==> src/rtl/fram_pkg.sv <==
// Shared fill-engine state encodings and default frame geometry for the frame RAM arbiter.
package fram_pkg;

    localparam int ADDR_END_DEF = 39999;
    localparam int AW_DEF       = 16;

    typedef enum logic {
        F_IDLE = 1'b0,
        F_RUN  = 1'b1
    } fill_st_t;

endpackage

==> src/rtl/fram_fill_eng.sv <==
// Fill engine: walks the fill address from 0 to ADDR_END, one step per unstalled RUN cycle.
// Latency: RUN (and we_req) 1 cycle after start; done 1 cycle after the write at ADDR_END.
// Backpressure: stall freezes the address in RUN; abort returns to F_IDLE with no done.
module fram_fill_eng
    import fram_pkg::*;
#(
    parameter int ADDR_END = ADDR_END_DEF,
    parameter int AW       = AW_DEF
) (
    input  logic          sclk,
    input  logic          rst_n,
    input  logic          start,
    input  logic          abort,
    input  logic          stall,
    output logic [AW-1:0] addr,
    output logic          we_req,
    output logic          done
);

    localparam logic [AW-1:0] LP_END = AW'(ADDR_END);

    fill_st_t      r_state;
    fill_st_t      w_state_nxt;
    logic [AW-1:0] r_addr;
    logic          r_done;
    logic          w_adv;

    always_ff @(posedge sclk or negedge rst_n) begin
        if (!rst_n) begin
            r_state <= F_IDLE;
        end else begin
            r_state <= w_state_nxt;
        end
    end

    always_comb begin
        w_state_nxt = r_state;
        w_adv       = 1'b0;
        case (r_state)
            F_IDLE: begin
                if (start) begin
                    w_state_nxt = F_RUN;
                end
            end
            F_RUN: begin
                if (abort) begin
                    w_state_nxt = F_IDLE;
                end else if (!stall) begin
                    w_adv = 1'b1;
                    if (r_addr == LP_END) begin
                        w_state_nxt = F_IDLE;
                    end
                end
            end
            default: w_state_nxt = F_IDLE;
        endcase
    end

    // The address parks at ADDR_END after the last write; only a new start rewinds it.
    always_ff @(posedge sclk or negedge rst_n) begin
        if (!rst_n) begin
            r_addr <= '0;
            r_done <= 1'b0;
        end else begin
            if (r_state == F_IDLE && start) begin
                r_addr <= '0;
            end else if (w_adv && r_addr != LP_END) begin
                r_addr <= r_addr + AW'(1);
            end
            r_done <= w_adv && (r_addr == LP_END);
        end
    end

    assign addr   = r_addr;
    assign we_req = (r_state == F_RUN);
    assign done   = r_done;

endmodule

==> src/rtl/fram_port_arb.sv <==
// Frame RAM write-port arbiter: UART pixel stream (fixed priority) over the fill engine.
// Latency: granted write on ram_* 1 cycle after request; done/abort pulses registered.
// Backpressure: none upstream (excess pixels dropped); fill stalls behind UART. Option: FRAM_OVR_CNT_EN.
module fram_port_arb
    import fram_pkg::*;
#(
    parameter int ADDR_END = ADDR_END_DEF,
    parameter int AW       = AW_DEF
) (
    input  logic          sclk,
    input  logic          rst_n,
    input  logic          frm_start,
    input  logic          pix_vld,
    input  logic [7:0]    pix_data,
    input  logic          fill_start,
    input  logic [7:0]    fill_data,
    output logic          ram_we,
    output logic [AW-1:0] ram_addr,
    output logic [7:0]    ram_din,
    output logic          fill_busy,
    output logic          frm_done,
    output logic          fill_done,
    output logic          fill_abort
`ifdef FRAM_OVR_CNT_EN
    ,
    output logic [15:0]   ovr_cnt
`endif
);

    localparam logic [AW-1:0] LP_END = AW'(ADDR_END);

    logic          r_frm_act;
    logic [AW-1:0] r_uart_addr;
    logic          r_frm_last;
    logic [7:0]    r_fill_col;
    logic          r_ram_we;
    logic [AW-1:0] r_ram_addr;
    logic [7:0]    r_ram_din;
    logic          r_frm_done;
    logic          r_fill_done;
    logic          r_fill_abort;

    logic [AW-1:0] w_uart_base;
    logic          w_uart_gnt;
    logic          w_uart_last;
    logic          w_fill_st;
    logic          w_fill_req;
    logic          w_fill_gnt;
    logic [AW-1:0] w_fill_addr;
    logic          w_eng_done;

    // A frame start takes effect in its own cycle, so a coincident pixel lands at address 0.
    assign w_uart_base = frm_start ? '0 : r_uart_addr;
    assign w_uart_gnt  = pix_vld & (frm_start | r_frm_act);
    assign w_uart_last = w_uart_gnt & (w_uart_base == LP_END);
    assign w_fill_st   = fill_start & ~frm_start;
    assign w_fill_gnt  = w_fill_req & ~w_uart_gnt & ~frm_start;

    fram_fill_eng #(
        .ADDR_END (ADDR_END),
        .AW       (AW)
    ) u_fill_eng (
        .sclk   (sclk),
        .rst_n  (rst_n),
        .start  (w_fill_st),
        .abort  (frm_start),
        .stall  (w_uart_gnt),
        .addr   (w_fill_addr),
        .we_req (w_fill_req),
        .done   (w_eng_done)
    );

    always_ff @(posedge sclk or negedge rst_n) begin
        if (!rst_n) begin
            r_frm_act   <= 1'b0;
            r_uart_addr <= '0;
            r_frm_last  <= 1'b0;
            r_fill_col  <= '0;
        end else begin
            if (w_uart_gnt) begin
                r_frm_act   <= ~w_uart_last;
                r_uart_addr <= w_uart_last ? w_uart_base : w_uart_base + AW'(1);
            end else if (frm_start) begin
                r_frm_act   <= 1'b1;
                r_uart_addr <= '0;
            end
            r_frm_last <= w_uart_last;
            if (w_fill_st && !w_fill_req) begin
                r_fill_col <= fill_data;
            end
        end
    end

    always_ff @(posedge sclk or negedge rst_n) begin
        if (!rst_n) begin
            r_ram_we     <= 1'b0;
            r_ram_addr   <= '0;
            r_ram_din    <= '0;
            r_frm_done   <= 1'b0;
            r_fill_done  <= 1'b0;
            r_fill_abort <= 1'b0;
        end else begin
            r_ram_we <= w_uart_gnt | w_fill_gnt;
            if (w_uart_gnt) begin
                r_ram_addr <= w_uart_base;
                r_ram_din  <= pix_data;
            end else if (w_fill_gnt) begin
                r_ram_addr <= w_fill_addr;
                r_ram_din  <= r_fill_col;
            end
            r_frm_done   <= r_frm_last;
            r_fill_done  <= w_eng_done;
            r_fill_abort <= frm_start & w_fill_req;
        end
    end

`ifdef FRAM_OVR_CNT_EN
    logic [15:0] r_ovr_cnt;

    always_ff @(posedge sclk or negedge rst_n) begin
        if (!rst_n) begin
            r_ovr_cnt <= '0;
        end else if (frm_start) begin
            r_ovr_cnt <= '0;
        end else if (pix_vld && !r_frm_act && r_ovr_cnt != 16'hFFFF) begin
            r_ovr_cnt <= r_ovr_cnt + 16'd1;
        end
    end

    assign ovr_cnt = r_ovr_cnt;
`endif

    assign ram_we     = r_ram_we;
    assign ram_addr   = r_ram_addr;
    assign ram_din    = r_ram_din;
    assign fill_busy  = w_fill_req;
    assign frm_done   = r_frm_done;
    assign fill_done  = r_fill_done;
    assign fill_abort = r_fill_abort;

endmodule

==> config.mk <==
export PLATFORM = sky130hd
export DESIGN_NAME = fram_port_arb
export DESIGN_NICKNAME = d
export VERILOG_FILES = /design/src/rtl/fram_pkg.sv /design/src/rtl/fram_fill_eng.sv /design/src/rtl/fram_port_arb.sv
export SDC_FILE = /design/constraint.sdc
export NUM_CORES = 1
export LEC_CHECK = 0
export ABC_CLOCK_PERIOD_IN_PS = 4010
export CORE_MARGIN = 1
export CORE_UTILIZATION = 40
export DETAILED_ROUTE_END_ITERATION = 10
export REMOVE_ABC_BUFFERS = 1
export SLEW_MARGIN = 20
export SYNTH_ARGS = -nofsm -noshare
export SYNTH_HDL_FRONTEND = slang
export SYNTH_SLANG_ARGS = --single-unit
==> constraint.sdc <==
create_clock -name sclk -period 4.01 [get_ports sclk]
set_input_delay 0.6015 -clock sclk [delete_from_list [all_inputs] [get_ports sclk]]
set_output_delay 0.6015 -clock sclk [all_outputs]
set_load 0.01 [all_outputs]
==> impl_metrics.env, run 1 <==
export IMPL_viasPerCell=5.17
export IMPL_yosys_most_used_dff="dfrtp_1"
export IMPL_final_cells=504
export IMPL_p_per_area_nw_per_um2=359
export IMPL_drt_total_wl_um=7970
export IMPL_fmax_mhz=377
export IMPL_drc=0
export IMPL_cts_buffers=9
export IMPL_rsz0062_at_grt="false"
export IMPL_syn_area_um2=3400
export IMPL_synth_top_area_share_pct=52.9
export IMPL_maxSlewHeadroom_pct=40.7
export IMPL_cts_root_buffer="clkbuf_8"
export IMPL_hold_violations=0
export IMPL_cp_max_fo=8
export IMPL_final_nets=417
export IMPL_critPathRequiredTime_ps=4240
export IMPL_p_total_uw=1490
export IMPL_maxCapViolCount=0
export IMPL_yosysMostFrequentCell="dfrtp_1"
export IMPL_async_flop_share_pct=100
export IMPL_pre_cts_slack_ps=1050
export IMPL_cts_resized=0
export IMPL_fin_util_pct=50.6
export IMPL_finalSetupViolCount=0
export IMPL_synth_simple_area_share_pct=23.4
export IMPL_hold_buffers=0
export IMPL_die_area_um2=8880
export IMPL_worstPathArrival_ps=2880
export IMPL_syn_to_final_growth_pct=22.2
export IMPL_cts_tree="done"
export IMPL_leakagePower_uw=0.00192
export IMPL_ys_seq_area_share_pct=52.9
export IMPL_h_tree_depth=3
export IMPL_start_util_pct=41.4
export IMPL_die_w_um=94.3
export IMPL_clockBufferDepth=2
export IMPL_syn_avg_cell_area_um2=9.84
export IMPL_clockPowerShare_pct=33.4
export IMPL_portBuffers=49
export IMPL_yosysTopAreaCell="dfrtp_1"
export IMPL_dp_cells=488
export IMPL_postCtsSetupRepairBufs=0
export IMPL_intPower_uw=1110
export IMPL_synth_area_leaders="dfrtp_1, mux2i_1, nand2_1"
export IMPL_cp_num_buf_inv=1
export IMPL_worstHoldPathType="reg2reg"
export IMPL_num_rows=33
export IMPL_final_setup_tns_ps=0
export IMPL_synth_seq_cells=72
export IMPL_place_hpwl_um=5540
export IMPL_wire_per_inst_um=15.8
export IMPL_grt_max_degree=41
export IMPL_worstSkewPairLatency_ps=350
export IMPL_synth_warnings=0
export IMPL_synth_compound_area_share_pct=5.77
export IMPL_synth_edf_count=0
export IMPL_grt_pass1_vias=2603
export IMPL_setup_worst_path_start_class="input pin"
export IMPL_tightest_slew_ps=890
export IMPL_drt_first_pass_iters=4
export IMPL_ios=50
export IMPL_grt_overflow_total=0
export IMPL_ys_types=36
export IMPL_combPwrFrac_pct=13.0
export IMPL_synth_common_cells="dfrtp_1, nand2_1, nor2_1"
export IMPL_seqPwrFrac_pct=53.6
export IMPL_grt_pass1_wl_um=13500
export IMPL_die_h_um=94.3
export IMPL_crit_slowest_cell="clkdlybuf4s50_1"
export IMPL_endpoint_kind="flop"
export IMPL_critical_path_top_delay_family="simple AND/OR/NAND/NOR gates"
export IMPL_min_period_over_period_pct=66.1
export IMPL_critPathKind="in2reg"
export IMPL_fin_crit_ps=2650
export IMPL_antenna_found_initial=0
export IMPL_grt_total_usage_pct=20.3
export IMPL_syn_inst=346
export IMPL_synthAdderAreaFrac_pct=0.735
export IMPL_cts_sinks=72
export IMPL_switching_share_pct=25.9
export IMPL_vias=2606
export IMPL_gp_congestion=0.828
export IMPL_setup_ws_ps=1360
export IMPL_drt_iter0_drc=125
export IMPL_core_area_um2=8220
export IMPL_status="finished, final reports clean"
export IMPL_muxShareOfSynthArea_pct=8.64
export IMPL_synth_xor_area_share_pct=6.17
export IMPL_report_final_slew_viol_count=0
export IMPL_power_switching_uw=386
export IMPL_n_antenna_cell=0
export IMPL_synth_top_family_by_area="simple AND/OR/NAND/NOR gates"
export IMPL_irDropWorstVdd_uv=169
export IMPL_cts_reportedPaths_clkPinSlew_ps=70
export IMPL_slowest_delay_ps=490
export IMPL_skew_ps=7.43
export IMPL_drive_gt1_share_pct=6.77
export IMPL_crit_chain="clkdlybuf4s50_1 -> nor2b_1 -> ha_1 -> nand3_1 -> nor3_1 -> nand4_1 -> nand2_1 -> mux2_2"
export IMPL_ant_nets=0
layout by cell type, fill, tap and decap left out, types with 3 or more instances in the layout:
cell type,synthesis,layout
nand3_1,18,18
mux2_2,3,3
nand4_1,11,11
xor2_1,10,10
o21ai_0,17,17
and3_1,6,6
a21oi_1,16,16
nor2_1,28,28
nand2_1,62,62
dfrtp_1,72,72
mux2i_1,26,26
nor4_1,3,3
o21ai_1,3,3
xnor2_1,14,14
and2_1,4,4
clkdlybuf4s50_1,0,48
buf_4,0,5
clkbuf_8,0,10
inv_1,3,3
nor2b_1,6,6
clkbuf_1,12,3
nor3_1,9,9
through the flow:
step                      hold WS [ps]  area (um2)
after floorplan                    306        3340
after global placement             335        3990
after detailed placement           335        3990
after CTS                          351        4160
after global routing               370        4160
final                              349        4160
worst reg2reg max path: stages (launching register included):
cell and delay [ps]:
dfrtp_1 370, nor2b_1 270, ha_1 240, nand3_1 160
nor3_1 170, nand4_1 330, nand2_1 260, mux2_2 350
layout make-up:
class / instances / area [um2]
Tap cell: 105 / 131
Clock inverter: 3 / 17.5
Inverter: 3 / 11.3
Timing Repair Buffer: 54 / 523
Multi-Input combinational cell: 254 / 1530
Sequential cell: 72 / 1800
Clock buffer: 13 / 149
Fill cell: 767 / 4060
per-layer routing:
layer / share of wire (%) / track usage (%) / wire length [um]
met4: 1.3 / 6.92 / 105
met2: 47 / 30.1 / 3730
met5: 0 / 0 / 0
met3: 4.0 / 5.66 / 322
met1: 48 / 28.3 / 3820
worst paths after layout:
kind	depth (start not counted)	slack (ps)	endpoint	from
min in group asynchronous	1	370	ram_addr[15]$_DFFE_PN0P_	rst_n
max reg2reg	7	1750	r_uart_addr[1]$_DFF_PN0_	r_uart_addr[0]$_DFF_PN0_
min	0	350	fill_done$_DFF_PN0_	u_fill_eng.done$_DFF_PN0_
min reg2reg	0	350	fill_done$_DFF_PN0_	u_fill_eng.done$_DFF_PN0_
max	8	1360	r_uart_addr[1]$_DFF_PN0_	frm_start
max in group asynchronous	2	2670	r_fill_col[5]$_DFFE_PN0P_	rst_n
cells by family after synthesis:
| logic type | after synthesis |
|---|---|
| and+or+nand+nor | 161 |
| DFF | 72 |
| AOI/OAI and AO/OA | 38 |
| muxes | 29 |
| xor gates and xnor gates | 24 |
| buffers and inverters | 20 |
| adders and majority gates | 2 |
power groups by stage:
stage | clock [uW] | combinational, uW | sequential [uW]
floorplan | 0 | 82.3 | 818
finish | 498 | 194 | 801
detailed placement | 0 | 196 | 815
global route | 552 | 217 | 807
global placement | 0 | 194 | 814
CTS | 521 | 197 | 801
flip-flops by register name, indices dropped and copies added (netlist names):
register and count:
r_uart_addr 16, ram_addr 16, u_fill_eng.addr 16, r_fill_col 8
ram_din 8, fill_abort 1, fill_done 1, frm_done 1
r_frm_act 1, r_frm_last 1, ram_we 1, u_fill_eng.done 1
u_fill_eng.we_req 1
No activity file was read; power rests on OpenSTA's default activity.
==> run 2: changes to the inputs <==
Settings changed: ABC_CLOCK_PERIOD_IN_PS 4010 to 2200.
Clock period 4.01 ns to 2.2 ns, I/O delays scaled along.
==> impl_metrics.env, run 2 (synthesized netlist as in run 1, its figures left out) <==
export IMPL_report_final_slew_viol_count=0
export IMPL_min_path_cells=0
export IMPL_grt_overflow_total=0
export IMPL_portBuffers=49
export IMPL_grt_total_usage_pct=20.3
export IMPL_cts_tree="done"
export IMPL_drt_total_wl_um=8150
export IMPL_worstHoldPathType="reg2reg"
export IMPL_critPathRequiredTime_ps=2440
export IMPL_syn_to_final_growth_pct=30.6
export IMPL_placed_area_um2=4200
export IMPL_vias=2721
export IMPL_p_total_uw=3110
export IMPL_seqCellArea_um2=1800
export IMPL_postCtsSetupRepairBufs=0
export IMPL_viasPerCell=5.17
export IMPL_place_hpwl_um=5810
export IMPL_tightest_slew_ps=477
export IMPL_wire_per_inst_um=15.5
export IMPL_core_area_um2=8220
export IMPL_gp_congestion=0.871
export IMPL_critPathKind="in2reg"
export IMPL_final_common_cell="dfrtp_1"
export IMPL_hold_buffers=1
export IMPL_cts_sinks=72
export IMPL_die_area_um2=8880
export IMPL_clockBufferDepth=2
export IMPL_skew_ps=10.5
export IMPL_cp_max_fo=4
export IMPL_maxSlewHeadroom_pct=68.1
export IMPL_ant_nets=0
export IMPL_cts_resized=0
export IMPL_finalSetupViolCount=0
export IMPL_die_w_um=94.3
export IMPL_hold_violations=0
export IMPL_drive_gt1_share_pct=11.9
export IMPL_worstPathArrival_ps=2270
export IMPL_drc=0
export IMPL_irDropWorstVdd_uv=336
export IMPL_ios=50
export IMPL_grt_pass1_wl_um=13500
export IMPL_min_period_over_period_pct=92.2
export IMPL_rr_worst_depth=5
export IMPL_setup_worst_path_start_class="input pin"
export IMPL_num_rows=33
export IMPL_die_h_um=94.3
export IMPL_p_per_area_nw_per_um2=698
export IMPL_start_util_pct=41.4
export IMPL_leakagePower_uw=0.00208
export IMPL_multiInputGateArea_um2=1530
export IMPL_grt_pass1_vias=2675
export IMPL_h_tree_depth=3
export IMPL_finish_instance_area_um2=4450
export IMPL_drt_first_pass_iters=4
export IMPL_n_antenna_cell=0
export IMPL_fin_crit_ps=2030
export IMPL_n_fill_cell=754
export IMPL_status="finished, final reports clean"
export IMPL_cts_reportedPaths_clkPinSlew_ps=80
export IMPL_grt_max_degree=49
export IMPL_endpoint_kind="flop"
export IMPL_final_nets=439
export IMPL_rsz0062_at_grt="false"
export IMPL_maxCapViolCount=0
export IMPL_antenna_found_initial=0
export IMPL_cts_buffers=9
export IMPL_final_cell_mix="dfrtp_1, nand2_1, clkdlybuf4s50_1"
export IMPL_drt_iter0_drc=139
export IMPL_cts_root_buffer="clkbuf_8"
export IMPL_fmax_mhz=493
export IMPL_worstSkewPairLatency_ps=350
run 2: changes by cell type in the layout (fill, tap and decap cells not counted), sizes merged:
| cell | before | now |
|---|---|---|
| buf | 6 | 27 |
| bufinv | 0 | 3 |
| clkbuf | 13 | 10 |
| dlygate4sd3 | 0 | 1 |
run 2: worst paths after layout:
path | slack, ps | end | from
max | 170 | r_uart_addr[1]$_DFF_PN0_ | frm_start
min in group asynchronous | 490 | ram_we$_DFF_PN0_ | rst_n
min | 350 | frm_done$_DFF_PN0_ | r_frm_last$_DFF_PN0_
min reg2reg | 350 | frm_done$_DFF_PN0_ | r_frm_last$_DFF_PN0_
max in group asynchronous | 1440 | u_fill_eng.addr[2]$_DFFE_PN0P_ | rst_n
max reg2reg | 210 | u_fill_eng.addr[2]$_DFFE_PN0P_ | u_fill_eng.addr[13]$_DFFE_PN0P_
run 2: layout make-up:
cell class | count | area share, %
Sequential cell | 72 | 40.5
Clock inverter | 6 | 2.42
Clock buffer | 10 | 2.87
Multi-Input combinational cell | 254 | 34.3
Timing Repair Buffer | 76 | 16.7
Inverter | 3 | 0.253
Tap cell | 105 | 2.96
run 2: per-layer routing:
layer  track usage (%)  wire [um]  share of wire [%]
met1              29.0       4010                 49
met2              30.2       3690                 45
met3              4.21        267                3.3
met4              7.31        177                2.2
met5                 0          0                  0
run 2: critical path: stages:
cell and delay (ps):
clkdlybuf4s50_1 510, nor2b_1 230, ha_1 220, nand3_1 130, nor3_1 150, nand4_1 190
nand2_1 170, mux2_2 340
run 2: where the power goes:
part	internal [uW]	leakage [uW]	total (uW)	switching [uW]
clock network	750	0.000116	1250	504
logic	204	0.00101	391	187
registers	1400	0.000953	1460	56.2
total	2360	0.00208	3110	747
run 2: stage by stage:
stage / std cells / util [%] / hold slack [ps] / setup TNS, ps / worst slack [ps]
after floorplan: 329 / - / 34.4 / -36.2 / -21.0
after global placement: 509 / 51.1 / 331 / -276 / -95.5
after detailed placement: 509 / 51.1 / 326 / -770 / -170
after CTS: 526 / 54.1 / 353 / 0 / 187
after global routing: 526 / 54.1 / 360 / 0 / 41.9
final: 526 / 54.1 / 350 / 0 / 171
